<file path="src/rtl/chi_rx_link_ctrl_pkg.sv">
// Shared types and constants for the CHI receive-side link controller.
package chi_rx_link_ctrl_pkg;

   typedef enum logic [1:0] {
      StStop,
      StActivate,
      StRun,
      StDeactivate
   } link_state_t;

   // Opcode value 0 on every channel marks a returned L-credit, not a real transaction.
   localparam int unsigned LCRD_RETURN  = 0;
   localparam int unsigned MAX_LCRD_CHI = 15;

endpackage

</file>
<file path="src/rtl/chi_rx_link_ctrl_flit_fifo.sv">
// Synchronous flit FIFO. Head is read straight from storage, so a pushed flit is visible on dout
// the cycle after the write and holds steady until popped.
module chi_rx_link_ctrl_flit_fifo #(
   parameter int unsigned W     = 72,
   parameter int unsigned DEPTH = 4,
   localparam int unsigned PW   = $clog2(DEPTH),
   localparam int unsigned CW   = $clog2(DEPTH + 1)
) (
   input  logic          clk,
   input  logic          rstn,
   input  logic          push,
   input  logic          pop,
   input  logic [W-1:0]  din,
   output logic [W-1:0]  dout,
   output logic          empty,
   output logic          full,
   output logic [CW-1:0] count
);

   logic [W-1:0]  mem_q [DEPTH];
   logic [PW-1:0] wr_ptr_q;
   logic [PW-1:0] rd_ptr_q;
   logic [CW-1:0] count_q;
   logic          do_push;
   logic          do_pop;

   // Qualify requests: pop on empty is ignored; push on full only lands if a pop frees a slot.
   always_comb begin
      empty   = (count_q == '0);
      full    = (count_q == CW'(DEPTH));
      do_pop  = pop && !empty;
      do_push = push && (!full || do_pop);
      count   = count_q;
      dout    = empty ? '0 : mem_q[rd_ptr_q];
   end

   // Storage array; no reset needed since dout is masked while empty.
   always_ff @(posedge clk) begin
      if (do_push) begin
         mem_q[wr_ptr_q] <= din;
      end
   end

   // Pointers and occupancy; DEPTH is a power of two so pointers wrap naturally.
   always_ff @(posedge clk or negedge rstn) begin
      if (!rstn) begin
         wr_ptr_q <= '0;
         rd_ptr_q <= '0;
         count_q  <= '0;
      end else begin
         if (do_push) wr_ptr_q <= wr_ptr_q + PW'(1);
         if (do_pop)  rd_ptr_q <= rd_ptr_q + PW'(1);
         count_q <= count_q + CW'(do_push) - CW'(do_pop);
      end
   end

endmodule

</file>
<file path="src/rtl/chi_rx_link_ctrl.sv">
// CHI receive link layer for one channel: link activation FSM, L-credit issue, credit-return
// filtering and a credit-protected flit FIFO feeding the HN controller.
module chi_rx_link_ctrl
   import chi_rx_link_ctrl_pkg::*;
#(
   parameter int unsigned FLIT_W   = 72,
   parameter int unsigned OPC_LSB  = 0,
   parameter int unsigned OPC_W    = 7,
   parameter int unsigned DEPTH    = 4,
   parameter int unsigned MAX_LCRD = MAX_LCRD_CHI
) (
   input  logic              clk,
   input  logic              rstn,
   input  logic              linkactivereq_i,
   output logic              linkactiveack_o,
   input  logic              flitpend_i,
   input  logic              flitv_i,
   input  logic [FLIT_W-1:0] flit_i,
   output logic              lcrdv_o,
   output logic [FLIT_W-1:0] flit_o,
   output logic              flit_valid_o,
   input  logic              flit_ready_i,
   output logic              flit_pend_o,
   output logic              crd_err_o
);

   localparam int unsigned CNT_W = $clog2(MAX_LCRD + 1);
   localparam int unsigned CW    = $clog2(DEPTH + 1);
   localparam int unsigned SUM_W = ((CNT_W > CW) ? CNT_W : CW) + 1;

   link_state_t      state_q;
   logic             ack_q;
   logic             lcrdv_q;
   logic             pend_q;
   logic             err_q;
   logic [CNT_W-1:0] crd_cnt_q;
   logic [CNT_W-1:0] crd_cnt_d;
   logic [CNT_W-1:0] crd_after;
   logic [SUM_W-1:0] total;

   logic             is_lcrd_ret;
   logic             consume;
   logic             push_req;
   logic             push;
   logic             pop;
   logic             overflow_drop;
   logic             issue_window;
   logic             issue;

   logic [FLIT_W-1:0] fifo_dout;
   logic              fifo_empty;
   logic              fifo_full;
   logic [CW-1:0]     fifo_count;

   // Flit acceptance, routing and the credit-issue decision for this cycle.
   always_comb begin
      is_lcrd_ret   = (flit_i[OPC_LSB +: OPC_W] == OPC_W'(LCRD_RETURN));
      consume       = flitv_i && (crd_cnt_q != '0);
      push_req      = consume && !is_lcrd_ret;
      pop           = !fifo_empty && flit_ready_i;
      push          = push_req && (!fifo_full || pop);
      overflow_drop = push_req && fifo_full && !pop;
      crd_after     = crd_cnt_q - CNT_W'(consume);
      // Credits still out plus flits parked after this cycle's push/pop must fit in the FIFO.
      total         = SUM_W'(crd_after) + SUM_W'(fifo_count) + SUM_W'(push) - SUM_W'(pop);
      // The pulse registered here is seen while the link sits in RUN.
      issue_window  = (state_q == StActivate) || ((state_q == StRun) && linkactivereq_i);
      issue         = issue_window && (total < SUM_W'(DEPTH)) &&
                      (crd_after < CNT_W'(MAX_LCRD));
      crd_cnt_d     = crd_after + CNT_W'(issue);
   end

   // Link activation FSM with registered ack and credit pulse.
   always_ff @(posedge clk or negedge rstn) begin
      if (!rstn) begin
         state_q <= StStop;
         ack_q   <= 1'b0;
         lcrdv_q <= 1'b0;
      end else begin
         lcrdv_q <= issue;
         unique case (state_q)
            StStop: begin
               if (linkactivereq_i) state_q <= StActivate;
            end
            StActivate: begin
               state_q <= StRun;
               ack_q   <= 1'b1;
            end
            StRun: begin
               if (!linkactivereq_i) state_q <= StDeactivate;
            end
            StDeactivate: begin
               // Wait for every outstanding credit to come home, even if req re-asserts.
               if (crd_cnt_q == '0) begin
                  state_q <= StStop;
                  ack_q   <= 1'b0;
               end
            end
            default: begin
               state_q <= StStop;
               ack_q   <= 1'b0;
            end
         endcase
      end
   end

   // Outstanding credit counter held by the transmitter.
   always_ff @(posedge clk or negedge rstn) begin
      if (!rstn) begin
         crd_cnt_q <= '0;
      end else begin
         crd_cnt_q <= crd_cnt_d;
      end
   end

   // Sticky protocol error: flit without a credit, or a flit that found the FIFO full.
   always_ff @(posedge clk or negedge rstn) begin
      if (!rstn) begin
         err_q <= 1'b0;
      end else if ((flitv_i && (crd_cnt_q == '0)) || overflow_drop) begin
         err_q <= 1'b1;
      end
   end

   // Early flit indication delayed one cycle regardless of link state.
   always_ff @(posedge clk or negedge rstn) begin
      if (!rstn) begin
         pend_q <= 1'b0;
      end else begin
         pend_q <= flitpend_i;
      end
   end

   chi_rx_link_ctrl_flit_fifo #(
      .W     (FLIT_W),
      .DEPTH (DEPTH)
   ) u_fifo (
      .clk   (clk),
      .rstn  (rstn),
      .push  (push),
      .pop   (pop),
      .din   (flit_i),
      .dout  (fifo_dout),
      .empty (fifo_empty),
      .full  (fifo_full),
      .count (fifo_count)
   );

   assign linkactiveack_o = ack_q;
   assign lcrdv_o         = lcrdv_q;
   assign flit_o          = fifo_dout;
   assign flit_valid_o    = !fifo_empty;
   assign flit_pend_o     = pend_q;
   assign crd_err_o       = err_q;

endmodule

</file>
<file path="config.mk">
export PLATFORM = sky130hd
export DESIGN_NAME = chi_rx_link_ctrl
export DESIGN_NICKNAME = d
export VERILOG_FILES = /design/src/rtl/chi_rx_link_ctrl_pkg.sv /design/src/rtl/chi_rx_link_ctrl_flit_fifo.sv /design/src/rtl/chi_rx_link_ctrl.sv
export SDC_FILE = /design/constraint.sdc
export NUM_CORES = 1
export LEC_CHECK = 0
export CELL_PAD_IN_SITES_DETAIL_PLACEMENT = 0
export CELL_PAD_IN_SITES_GLOBAL_PLACEMENT = 1
export CORE_ASPECT_RATIO = 1.5
export CORE_MARGIN = 4
export CORE_UTILIZATION = 48
export DETAILED_ROUTE_END_ITERATION = 6
export PLACE_DENSITY_LB_ADDON = 0.1
export SLEW_MARGIN = 0
export SYNTH_ARGS = -nofsm -noshare
export SYNTH_HDL_FRONTEND = slang
export SYNTH_HIERARCHICAL = 1
export SYNTH_SLANG_ARGS = --single-unit
</file>
<file path="constraint.sdc">
create_clock -name clk -period 5.4 [get_ports clk]
set_input_delay 0.81 -clock clk [delete_from_list [all_inputs] [get_ports clk]]
set_output_delay 0.81 -clock clk [all_outputs]
set_load 0.02 [all_outputs]
</file>
**Word level (Yosys, flattened, before mapping)**

Memory sizes are Yosys's and may differ from the RTL's.
Index checks and enable logic that the tools add are counted.

- Register bits after elaboration: 17
- Bits in latches: 0
- Memory bits (writable): 288
- ROM bits: 0
- Output and inout bits: 77
- Memories kept: 1

Memories:

| memory | depth | bits a word | read ports | clocked after Yosys merged registers in | write ports | RTL line | source |
|---|---|---|---|---|---|---|---|
| u_fifo.mem_q | 4 | 72 | 1 | 0 | 1 | chi_rx_link_ctrl_flit_fifo.sv:20 | `logic [W-1:0] mem_q [DEPTH];` |

- Add/subtract/negate cells: 9
- Multipliers: 0
- Div/mod/pow operators: 0
- Magnitude comparators: 2
- Equal/unequal tests: 7
- Shifts and indexed selects: 0
- Mux-type cells: 9
- Bitwise operators: 0
- Reduce and logical (&&, ||, !) cells: 28

Operator list:

| cell | number |
|---|---|
| $mux W72 | 1 |
| $logic_and A1 B1 Y1 | 12 |
| $pmux W2 S4 | 1 |
| $logic_not A7 Y1 | 1 |
| $mux W2 | 3 |
| $ne A2 B2 Y1 const B | 3 |
| $add A4 B3 Y5 | 1 |
| $add A5 B1 Y5 | 1 |
| $lt A5 B3 Y1 const B | 1 |
| $sub A5 B1 Y5 | 1 |
| $add A2 B1 Y2 const B | 2 |
| $add A4 B1 Y4 | 1 |
| $eq A2 B2 Y1 const B | 2 |
| $logic_not A1 Y1 | 4 |
| $logic_not A4 Y1 | 1 |
| $logic_or A1 B1 Y1 | 4 |
| $lt A4 B4 Y1 const B | 1 |
| $reduce_bool A4 Y1 | 1 |
| $sub A4 B1 Y4 | 1 |
| $add A3 B1 Y3 | 1 |
| $eq A3 B3 Y1 const B | 1 |
| $logic_not A3 Y1 | 1 |
| $mux W1 | 3 |
| $reduce_and A3 Y1 | 1 |
| other kinds (6) | 6 |

**Longest topological paths before layout**

Gate-level depths: netlist (run 1).

- Depth in word-level cells: 11
- Mapped depth: 15

**Cells and area by module**

Netlist (run 1), hierarchy kept.

By module, submodules not included:

| module | times used | cells each | area each (µm²) | seq. area each (µm²) |
|---|---|---|---|---|
| chi_rx_link_ctrl_flit_fifo | 1 | 493 | 11288.3 | 8823.5 |
| chi_rx_link_ctrl | 1 | 80 | 773.2 | 250.2 |

**Worst setup path after synthesis (run 1)**

No wires, ideal clock.

- Path type: input to register
- Start point: input flit_ready_i
- End point: memory u_fifo.mem_q[0][0] (enable)
- Arrival: 3.526 ns
- Data required time: 4.962 ns
- Slack: 1.436 ns
- Stages: 5
- Path buffers: 0
- Path through: nor2b_1 -> nand2b_1 -> and3_1 -> a21boi_1 -> and2_1

- Longest elaborated chain between the ends: 6
- Elaborated cells on any way between the ends: 8

RTL lines:

| item | RTL line | source |
|---|---|---|
| from (decl) | chi_rx_link_ctrl.sv:22 | `input logic flit_ready_i,` |
| $logic_and A1 B1 Y1 | chi_rx_link_ctrl.sv:60 | `pop = !fifo_empty && flit_ready_i;` |
| $logic_or A1 B1 Y1 | chi_rx_link_ctrl.sv:61 | `push = push_req && (!fifo_full \|\| pop);` |
| $logic_and A1 B1 Y1 | chi_rx_link_ctrl.sv:61 |  |
| net push | chi_rx_link_ctrl.sv:44 | `logic push;` |
| $logic_and A1 B1 Y1 | chi_rx_link_ctrl_flit_fifo.sv:32 | `do_push = push && (!full \|\| do_pop);` |
| $mux W1 | chi_rx_link_ctrl_flit_fifo.sv:39 | `if (do_push) begin` |
| $mux W1 (not written as such) | chi_rx_link_ctrl_flit_fifo.sv:40 | `mem_q[wr_ptr_q] <= din;` |
| to (decl) | chi_rx_link_ctrl_flit_fifo.sv:20 |  |

The timed path passes the listed nets, and every way through them passes these cells.

**Worst setup path in the final report (run 1)**

- Start point: register crd_cnt_q[2]
- End point: register crd_cnt_q[2]

- Longest elaborated chain between the ends: 10
- Elaborated cells on any way between the ends: 13

RTL lines:

| item | RTL line | source |
|---|---|---|
| from (decl) | chi_rx_link_ctrl.sv:36 | `logic [CNT_W-1:0] crd_cnt_q;` |
| from (signal assigned) | chi_rx_link_ctrl.sv:112 | `crd_cnt_q <= crd_cnt_d;` |
| $reduce_bool A4 Y1 | chi_rx_link_ctrl.sv:58 | `consume = flitv_i && (crd_cnt_q != '0);` |
| $logic_and A1 B1 Y1 | chi_rx_link_ctrl.sv:58 |  |
| $sub A4 B1 Y4 or $logic_and A1 B1 Y1 (tied branches) | chi_rx_link_ctrl.sv:63, chi_rx_link_ctrl.sv:59 |  |
| $add A4 B3 Y5 or $logic_and A1 B1 Y1 (tied branches) | chi_rx_link_ctrl.sv:65, chi_rx_link_ctrl.sv:61 |  |
| $add A5 B1 Y5 | chi_rx_link_ctrl.sv:65 | `total = SUM_W'(crd_after) + SUM_W'(fifo_count) + SUM_W'(push) - SUM_W'(pop);` |
| $sub A5 B1 Y5 | chi_rx_link_ctrl.sv:65 |  |
| $lt A5 B3 Y1 | chi_rx_link_ctrl.sv:68 | `issue = issue_window && (total < SUM_W'(DEPTH)) &&` |
| $logic_and A1 B1 Y1 | chi_rx_link_ctrl.sv:68 |  |
| $logic_and A1 B1 Y1 * | chi_rx_link_ctrl.sv:68 |  |
| net issue | chi_rx_link_ctrl.sv:48 | `logic issue;` |
| $add A4 B1 Y4 * | chi_rx_link_ctrl.sv:70 | `crd_cnt_d = crd_after + CNT_W'(issue);` |
| net crd_cnt_d[2] | chi_rx_link_ctrl.sv:37 | `logic [CNT_W-1:0] crd_cnt_d;` |

The timed path passes the listed nets; every way through them passes the cells marked *.
A chain may end at the register's enable or synchronous reset.

==> results of run 1 <==
-- report_power, final --
group	switching (mW)	leakage (nW)	total (mW)	internal, mW
Sequential	0.323	2.83	3.48	3.16
Combinational	1.72	1.69	3.53	1.81
Clock	0.808	0.452	1.93	1.12
Total	2.85	4.97	8.94	6.09
-- registers in the layout, indices dropped and copies added, names as in the netlist --
signal           flops
lcrdv_o              1
flit_pend_o          1
crd_cnt_q            4
u_fifo/mem_q       288
u_fifo/count         3
crd_err_o            1
u_fifo/rd_ptr_q      2
state_q              2
linkactiveack_o      1
u_fifo/wr_ptr_q      2
-- synthesized netlist by cell type (2+ instances only) --
cell,n
clkbuf_1,8
mux4_2,72
buf_6,7
nor4_1,2
a21o_1,2
o21ai_0,3
xnor2_1,8
a21oi_1,4
inv_1,21
nand3_1,4
edfxtp_1,288
and2_1,76
nor2_1,3
nor2b_1,2
or3_1,3
nand2_1,4
dfrtp_1,17
ha_1,21
xor2_1,2
buf_2,8
-- cells in the final DEF (no fill, tap or decap), types with 5 or more instances in the layout --
master,count
clkbuf_16,29
inv_1,21
clkinv_1,8
edfxtp_1,288
xnor2_1,8
buf_12,5
clkinv_2,5
mux4_2,72
ha_1,21
and2_1,72
clkdlybuf4s50_1,154
dfrtp_1,15
-- metrics by stage --
step	instances	area, um2	utilization (%)
after floorplan	573	12100	-
after global placement	1033	14000	56.8
after detailed placement	1033	14000	56.8
after CTS	1084	14900	60.5
after global routing	1086	14900	60.5
final	1086	14900	60.5
-- final timing paths --
path                       slack, ns  cells past startpoint                  to         start
setup / recovery                1.30                     14        crd_cnt_q[2]  crd_cnt_q[2]
hold / removal                  0.48                      1           crd_err_o     crd_err_o
setup reg to reg                1.30                     14        crd_cnt_q[2]  crd_cnt_q[2]
hold reg to reg                 0.48                      1           crd_err_o     crd_err_o
max in group asynchronous       4.01                      1  u_fifo/rd_ptr_q[0]          rstn
min in group asynchronous       0.77                      1  u_fifo/rd_ptr_q[1]          rstn
-- layout make-up --
| cell class | count | area, um2 |
|---|---|---|
| multi-input combinational | 223 | 2760 |
| inverter | 21 | 78.8 |
| clock inverter | 20 | 180 |
| fill | 1801 | 9710 |
| timing repair buffer | 160 | 1650 |
| sequential | 305 | 9080 |
| antenna | 2 | 5.00 |
| clock buffer | 31 | 733 |
| tap | 324 | 405 |
-- kinds of logic after synthesis --
family | count (synthesis) | synth area share (%)
AND/OR/NAND/NOR | 104 | 5.35
buffers and inverters | 45 | 1.95
flip-flops | 305 | 75.2
XOR/XNOR | 10 | 0.726
multiplexers | 74 | 13.7
AO/OA/AOI/OAI | 13 | 0.736
adder cells (fa/ha/maj) | 22 | 2.34
-- metal layers --
metal | up-vias | wire (um)
li1 | 2610 | -
met1 | 3094 | 8830
met2 | 135 | 12600
met3 | 34 | 1080
met4 | 2 | 553
met5 | - | 7
==> impl_metrics.py, run 1 <==
metrics = {
    "synthesis": {
        "synth_edf_count": 288,
        "synth.top_cell.area_share_pct": 71.7,
        "yosysWarnings": 6,
        "syn_avg_cell_area_um2": 21.0,
        "yosysTopAreaCell": "edfxtp_1",
        "ys_types": 38,
        "netlist_instances": 573,
        "synth-seq-cells": 305,
        "syn-num-nets": 673,
        "synth_area_um2": 12100,
        "yosysSeqAreaShare_pct": 75.2,
        "async_flop_share_pct": 5.57,
        "synthTopCellsByArea": "edfxtp_1 (72%), mux4_2 (13%), and2_1 (3.9%)",
        "synth_ff_type": "edfxtp_1",
    },
    "layout": {
        "nets": 839,
        "layout-drive-gt1-share_pct": 17.5,
        "synthToLayoutAreaGrowth_pct": 23.5,
    },
    "setup_path": {
        "cp_common_cell": "ha_1",
        "slowest_stage": "or4_4",
        "cp_top_family": "adder cells",
        "crit_chain": "or4_4 -> and2_2 -> ha_1 -> ha_1 -> ha_1 -> inv_1 -> ha_1 -> a21oi_1 -> a21oi_1 -> or3_1 -> a2111oi_2 -> ha_1 -> ha_1 -> xnor2_1",
        "cp.buffers_inverters": 1,
        "slowest_delay_ns": 0.56,
        "crit_type": "reg -> reg",
        "required_ns": 5.79,
        "crit_arrival_ns": 4.50,
        "cp-start-kind": "register",
        "path_max_fanout": 4,
        "end_kind": "register",
    },
    "clock_tree": {
        "cts_tree": "built",
        "cts_hold_buf": 0,
        "numCtsBuffers": 28,
        "ctsLongestPathBuffers": 3,
        "cts.htree.levels": 1,
        "clkTransAtPathRegs_ns": 0.06,
        "worstSkewPairLatency_ns": 0.53,
        "ctsResizeCount": 0,
        "clock_sinks": 305,
        "post_cts.repair.setup_buffers": 0,
        "clockRootBuffer": "clkbuf_16",
    },
    "run": {
        "drv_cap": 0,
    },
    "sta": {
        "relSlewSlack_pct": 22.5,
        "clock.fmax_mhz": 244,
        "slew_viol_final": 0,
        "finalHoldViolCount": 0,
        "rsz0062_at_grt": "false",
        "finClkSkew_ns": 0.0137,
        "tightest_slew_ns": 1.16,
        "layout_min_cycle_time_ns": 4.10,
        "period_share_pct": 76.0,
        "setup_tns_ns": 0,
        "layout_setup_ws_ns": 1.30,
        "holdWs_ns": 0.475,
        "finalSetupViolations": 0,
    },
    "pwr": {
        "finalPower_mw": 8.94,
        "ir_worst_vdd_v": 0.000413,
        "p_leak_nw": 4.97,
        "p_per_area_nw_per_um2": 600,
    },
    "global_route": {
        "grt_antenna_before_repair": 3,
        "grt_pass1_wl_mm": 36.3,
        "use_met1_pct": 20.6,
        "grtUsageMet2_pct": 30.7,
        "grt_usage_pct": 17.0,
        "grt_max_degree": 75,
        "grt_overflow": 0,
        "grt_pass1_vias": 6565,
        "met3_usage_pct": 2.81,
        "grt.busiest_layer": "met2",
    },
    "floorplan": {
        "die_x_um": 137,
        "die-area_um2": 27800,
        "core_region_area_um2": 24600,
        "num_rows": 70,
        "die_h_um": 202,
        "initial_core_util_pct": 49.0,
        "io_pins": 155,
    },
    "placed_design": {
        "port_buffers": 154,
        "dp_slack_ns": 0.846,
        "place.gp.congestion": 0.742,
        "hpwl_mm": 13.5,
    },
    "routing": {
        "viasPerCell": 5.41,
        "routed_wl_mm": 23.1,
        "drt_iter0_markers": 217,
        "drt_pass1_iterations": 4,
        "vias": 5875,
        "ant_nets": 0,
        "wl_per_cell_um": 21.3,
        "drc": 0,
    },
    "status": {
        "status": "finished, final reports clean",
    },
    "min_path": {
        "hold_class": "reg -> reg",
    },
}
(Power assumes the default switching activity.)
==> run 2, diff against run 1 <==
==> constraint.sdc (replaced) <==
create_clock -name clk -period 4.3 [get_ports clk]
set_input_delay 0.645 -clock clk [delete_from_list [all_inputs] [get_ports clk]]
set_output_delay 0.645 -clock clk [all_outputs]
set_load 0.02 [all_outputs]
==> run 2 against run 1 <==
Net effect:
- wire length up 1.8%
- global-route usage up 0.41 points
- die area unchanged
- critical endpoint unchanged
- largest power group unchanged
==> impl_metrics.py, run 2 (synthesis gave the netlist of run 1 again) <==
metrics = {
    "floorplan": {
        "die_x_um": 137,
        "core_region_area_um2": 24600,
        "io_pins": 155,
        "initial_core_util_pct": 49.0,
        "die-area_um2": 27800,
        "die_h_um": 202,
        "num_rows": 70,
    },
    "setup_path": {
        "path_max_fanout": 4,
        "required_ns": 4.73,
        "crit_type": "reg -> reg",
        "reg2reg_depth": 14,
        "end_kind": "register",
        "crit_arrival_ns": 4.49,
        "cp-start-kind": "register",
    },
    "routing": {
        "drt_pass1_iterations": 4,
        "ant_nets": 0,
        "viasPerCell": 5.29,
        "routed_wl_mm": 23.5,
        "drt_iter0_markers": 294,
        "drc": 0,
        "vias": 5806,
        "wl_per_cell_um": 21.4,
    },
    "status": {
        "status": "finished, final reports clean",
    },
    "clock_tree": {
        "worstSkewPairLatency_ns": 0.53,
        "clock_sinks": 305,
        "cts.htree.levels": 1,
        "numCtsBuffers": 28,
        "ctsLongestPathBuffers": 3,
        "post_cts.repair.setup_buffers": 0,
        "cts_tree": "built",
        "clkTransAtPathRegs_ns": 0.06,
        "cts_hold_buf": 0,
        "clockRootBuffer": "clkbuf_16",
    },
    "sta": {
        "period_share_pct": 94.2,
        "relSlewSlack_pct": 43.1,
        "layout_setup_ws_ns": 0.250,
        "slew_viol_final": 0,
        "finClkSkew_ns": 0.00788,
        "tightest_slew_ns": 0.852,
        "layout_min_cycle_time_ns": 4.05,
        "clock.fmax_mhz": 247,
        "finalSetupViolations": 0,
        "finalHoldViolCount": 0,
        "rsz0062_at_grt": "false",
    },
    "placed_design": {
        "dp_slack_ns": -0.108,
        "place.gp.congestion": 0.760,
        "post-place-cells": 1043,
        "port_buffers": 154,
        "hpwl_mm": 14.5,
        "place_area_um2": 14100,
    },
    "pwr": {
        "ir_worst_vdd_v": 0.000479,
        "p_leak_nw": 5.02,
        "p_per_area_nw_per_um2": 754,
    },
    "global_route": {
        "grt_max_degree": 75,
        "grt_usage_pct": 17.4,
        "grt_antenna_before_repair": 2,
        "grt_pass1_wl_mm": 36.7,
        "grt_overflow": 0,
        "grt_pass1_vias": 6580,
    },
    "min_path": {
        "hold_class": "reg -> reg",
        "worstHoldPathCells": 1,
    },
    "layout": {
        "largest_reg_flops": 288,
        "top_register": "u_fifo/mem_q",
        "nets": 849,
        "final_common_cell": "edfxtp_1",
        "layout-drive-gt1-share_pct": 18.4,
        "fillers": 1804,
        "layout_common_cells": "edfxtp_1 (288), clkdlybuf4s50_1 (154), mux4_2 (72), and2_1 (72), clkbuf_16 (29)",
        "fin_cells": 1097,
        "synthToLayoutAreaGrowth_pct": 24.5,
        "post-route-cell-area_um2": 15000,
    },
    "run": {
        "drv_cap": 0,
    },
}
run 2: final timing paths:
kind / from / to / slack (ns)
hold reg to reg: crd_err_o / crd_err_o / 0.47
setup / recovery: crd_cnt_q[2] / crd_cnt_q[2] / 0.25
setup reg to reg: crd_cnt_q[2] / crd_cnt_q[2] / 0.25
hold / removal: crd_err_o / crd_err_o / 0.47
max in group asynchronous: rstn / u_fifo/rd_ptr_q[1] / 3.07
min in group asynchronous: rstn / flit_pend_o / 0.61
run 2: cell type report:
type / count / area (um2) / share of cell area [%]
timing repair buffer: 170 / 1760 / 11.7
multi-input combinational: 223 / 2780 / 18.5
sequential: 305 / 9080 / 60.5
clock buffer: 40 / 777 / 5.17
antenna: 2 / 5.00 / 0.0333
clock inverter: 12 / 131 / 0.875
tap: 324 / 405 / 2.70
inverter: 21 / 78.8 / 0.525
run 2: through the flow:
stage | TNS (ns) | utilization [%] | hold slack, ns | power (mW)
3_5_place_dp | -0.211 | 57.3 | 0.447 | 9.07
2_1_floorplan | 0 | - | 0.349 | 7.15
4_1_cts | 0 | 60.9 | 0.471 | 11.5
6_report | 0 | 61.0 | 0.468 | 11.3
3_3_place_gp | 0 | 57.3 | 0.445 | 8.97
5_1_grt | 0 | 61.0 | 0.511 | 12.0
run 2: repair_timing:
item / in CTS / in global routing
setup endpoints to repair: 0 / 3
hold endpoints to repair: 0 / 0
gates resized for setup: 0 / 2
run 2: worst max-delay path: stages (launching register included):
cell and delay [ns]:
dfrtp_1 0.42, or4_4 0.57, and2_2 0.24, ha_1 0.20
ha_1 0.33, ha_1 0.29, inv_1 0.04, ha_1 0.30
a21oi_1 0.20, a21oi_1 0.10, or3_1 0.39, a2111oi_4 0.34
ha_2 0.25, ha_1 0.17, xnor2_1 0.13
run 2: power breakdown:
part	total (mW)	switching [mW]	internal, mW
logic	4.66	2.32	2.35
registers	4.24	0.275	3.97
clock network	2.42	0.991	1.43
total	11.3	3.58	7.74
run 2: metal layers:
metal | global-route usage (%) | share of wire [%] | up-vias
met4 | 4.03 | 1.5 | 0
met2 | 32.3 | 56 | 145
li1 | - | - | 2640
met1 | 20.8 | 37 | 2999
met3 | 2.79 | 5.2 | 22
met5 | 0 | 0 | -
==> run 3, diff against run 2 <==
--- a/config.mk
+++ b/config.mk
@@ -5,14 +5,14 @@
 export SDC_FILE = /design/constraint.sdc
 export NUM_CORES = 1
 export LEC_CHECK = 0
-export CELL_PAD_IN_SITES_DETAIL_PLACEMENT = 0
+export CELL_PAD_IN_SITES_DETAIL_PLACEMENT = 1
 export CELL_PAD_IN_SITES_GLOBAL_PLACEMENT = 1
 export CORE_ASPECT_RATIO = 1.5
 export CORE_MARGIN = 4
 export CORE_UTILIZATION = 48
 export DETAILED_ROUTE_END_ITERATION = 6
 export PLACE_DENSITY_LB_ADDON = 0.1
-export SLEW_MARGIN = 0
+export SLEW_MARGIN = 20
 export SYNTH_ARGS = -nofsm -noshare
 export SYNTH_HDL_FRONTEND = slang
 export SYNTH_HIERARCHICAL = 1
==> constraint.sdc (replaced) <==
create_clock -name clk -period 4.1 [get_ports clk]
set_input_delay 0.615 -clock clk [delete_from_list [all_inputs] [get_ports clk]]
set_output_delay 0.615 -clock clk [all_outputs]
set_load 0.02 [all_outputs]
==> run 3 against run 2 <==
Net effect:
- clock skew grew 0.0018 ns
- wire length increased by 7.4%
- sequential power up 5.0%
- first-iteration DRC count is 10% lower
- setup slack worse by 0.070 ns
- largest power group unchanged
- highest routed layer unchanged
==> impl_metrics.py, run 3 (synthesis gave the netlist of run 1 again) <==
metrics = {
    "sta": {
        "layout_setup_ws_ns": 0.180,
        "clock.fmax_mhz": 255,
        "relSlewSlack_pct": 44.9,
        "period_share_pct": 95.6,
        "setup_tns_ns": 0,
        "layout_min_cycle_time_ns": 3.92,
        "finalHoldViolCount": 0,
        "holdWs_ns": 0.459,
        "slew_viol_final": 0,
        "finClkSkew_ns": 0.00968,
        "tightest_slew_ns": 0.823,
        "rsz0062_at_grt": "false",
        "finalSetupViolations": 0,
    },
    "routing": {
        "drt_pass1_iterations": 4,
        "drt_iter0_markers": 264,
        "wl_per_cell_um": 22.7,
        "routed_wl_mm": 25.2,
        "ant_nets": 0,
        "drc": 0,
        "wl_met2_mm": 14.0,
        "viasPerCell": 5.37,
        "routed.top_layer": "met4",
        "vias": 5963,
        "drt-met1-wl_mm": 9.45,
        "dr_wl_met3_mm": 1.21,
    },
    "setup_path": {
        "required_ns": 4.49,
        "path_max_fanout": 4,
        "cp-start-kind": "register",
        "crit_start": "crd_cnt_q[1]",
        "reg2reg_depth": 14,
        "end_kind": "register",
        "crit_type": "reg -> reg",
        "slowest_stage": "or4_4",
        "cp.buffers_inverters": 1,
        "worstReg2RegEnd": "crd_cnt_q[3]",
        "crit_chain": "or4_4 -> and2_2 -> ha_1 -> ha_4 -> ha_1 -> inv_1 -> ha_1 -> a21oi_2 -> a21oi_2 -> or3_4 -> a2111oi_4 -> ha_2 -> nand2_1 -> xor2_1",
        "cp_common_cell": "ha_1",
        "slowest_delay_ns": 0.56,
        "cp_top_family": "adder cells",
        "endpoint": "crd_cnt_q[3]",
        "cp.depth": 14,
        "crit_arrival_ns": 4.31,
        "reg2reg_from": "crd_cnt_q[1]",
        "r2r_setup_slack_ns": 0.18,
    },
    "global_route": {
        "grt_max_degree": 75,
        "grt_pass1_wl_mm": 40.1,
        "grt_antenna_before_repair": 1,
        "grt_usage_pct": 18.9,
        "grt_pass1_vias": 7052,
        "grt_overflow": 0,
    },
    "clock_tree": {
        "clkTransAtPathRegs_ns": 0.06,
        "cts.htree.levels": 1,
        "worstSkewPairLatency_ns": 0.54,
        "cts_tree": "built",
        "ctsLongestPathBuffers": 3,
        "clock_sinks": 305,
        "numCtsBuffers": 30,
        "clockRootBuffer": "clkbuf_16",
    },
    "layout": {
        "layout-drive-gt1-share_pct": 20.6,
        "top_register": "u_fifo/mem_q",
        "layout_common_cells": "edfxtp_1 (288), clkdlybuf4s50_1 (154), mux4_2 (72), and2_1 (72), clkbuf_16 (31)",
        "synthToLayoutAreaGrowth_pct": 26.3,
        "final_common_cell": "edfxtp_1",
        "fin_cells": 1110,
        "utilization_pct": 61.9,
        "largest_reg_flops": 288,
        "nets": 861,
        "post-route-cell-area_um2": 15200,
    },
    "run": {
        "drv_cap": 0,
    },
    "pwr": {
        "finalPower_mw": 12.4,
        "ir_worst_vdd_v": 0.000474,
        "p_leak_nw": 5.13,
        "p_per_area_nw_per_um2": 812,
    },
    "status": {
        "status": "finished, final reports clean",
    },
    "min_path": {
        "hold_class": "reg -> reg",
    },
    "floorplan": {
        "die_h_um": 202,
        "io_pins": 155,
        "core_region_area_um2": 24600,
        "num_rows": 70,
        "initial_core_util_pct": 49.0,
        "die_x_um": 137,
        "die-area_um2": 27800,
    },
    "placed_design": {
        "hpwl_mm": 16.1,
        "place_area_um2": 14200,
        "port_buffers": 154,
        "post-place-cells": 1050,
        "place.gp.congestion": 0.752,
        "dp_slack_ns": -0.323,
    },
}
## run 3: area by class of cell
cell class	count	area (um2)
clock inverter	8	118
timing repair buffer	180	1850
tap	324	405
sequential	305	9080
clock buffer	48	890
fill	2071	9380
inverter	21	78.8
multi-input combinational	223	2810
antenna	1	2.50
## run 3: per-layer routing
metal	up-vias	GRT usage, %
met5	-	0
met4	0	5.06
met3	33	3.14
met2	145	34.8
met1	3127	22.6
li1	2658	-
## run 3: worst min-delay path by stage
stage	startpoint	endpoint	slack (ns)	cells past startpoint
finish	crd_err_o	crd_err_o	0.46	1
detailed placement	crd_err_o	crd_err_o	0.45	1
CTS	crd_err_o	crd_err_o	0.47	1
floorplan	rstn	crd_cnt_q[0]	0.32	0
global placement	crd_err_o	crd_err_o	0.45	1
global route	crd_err_o	crd_err_o	0.48	1
## run 3: repair_timing
item	4_1_cts	5_1_grt
resized for setup	6	2
pin swaps	1	5
buffers inserted	1	2
endpoints found under the setup margin	3	3
hold buffers	0	0
## run 3: power breakdown
part | switching, mW | internal (mW) | total, mW
registers | 0.288 | 4.16 | 4.45
logic | 2.59 | 2.58 | 5.17
clock network | 1.08 | 1.67 | 2.75
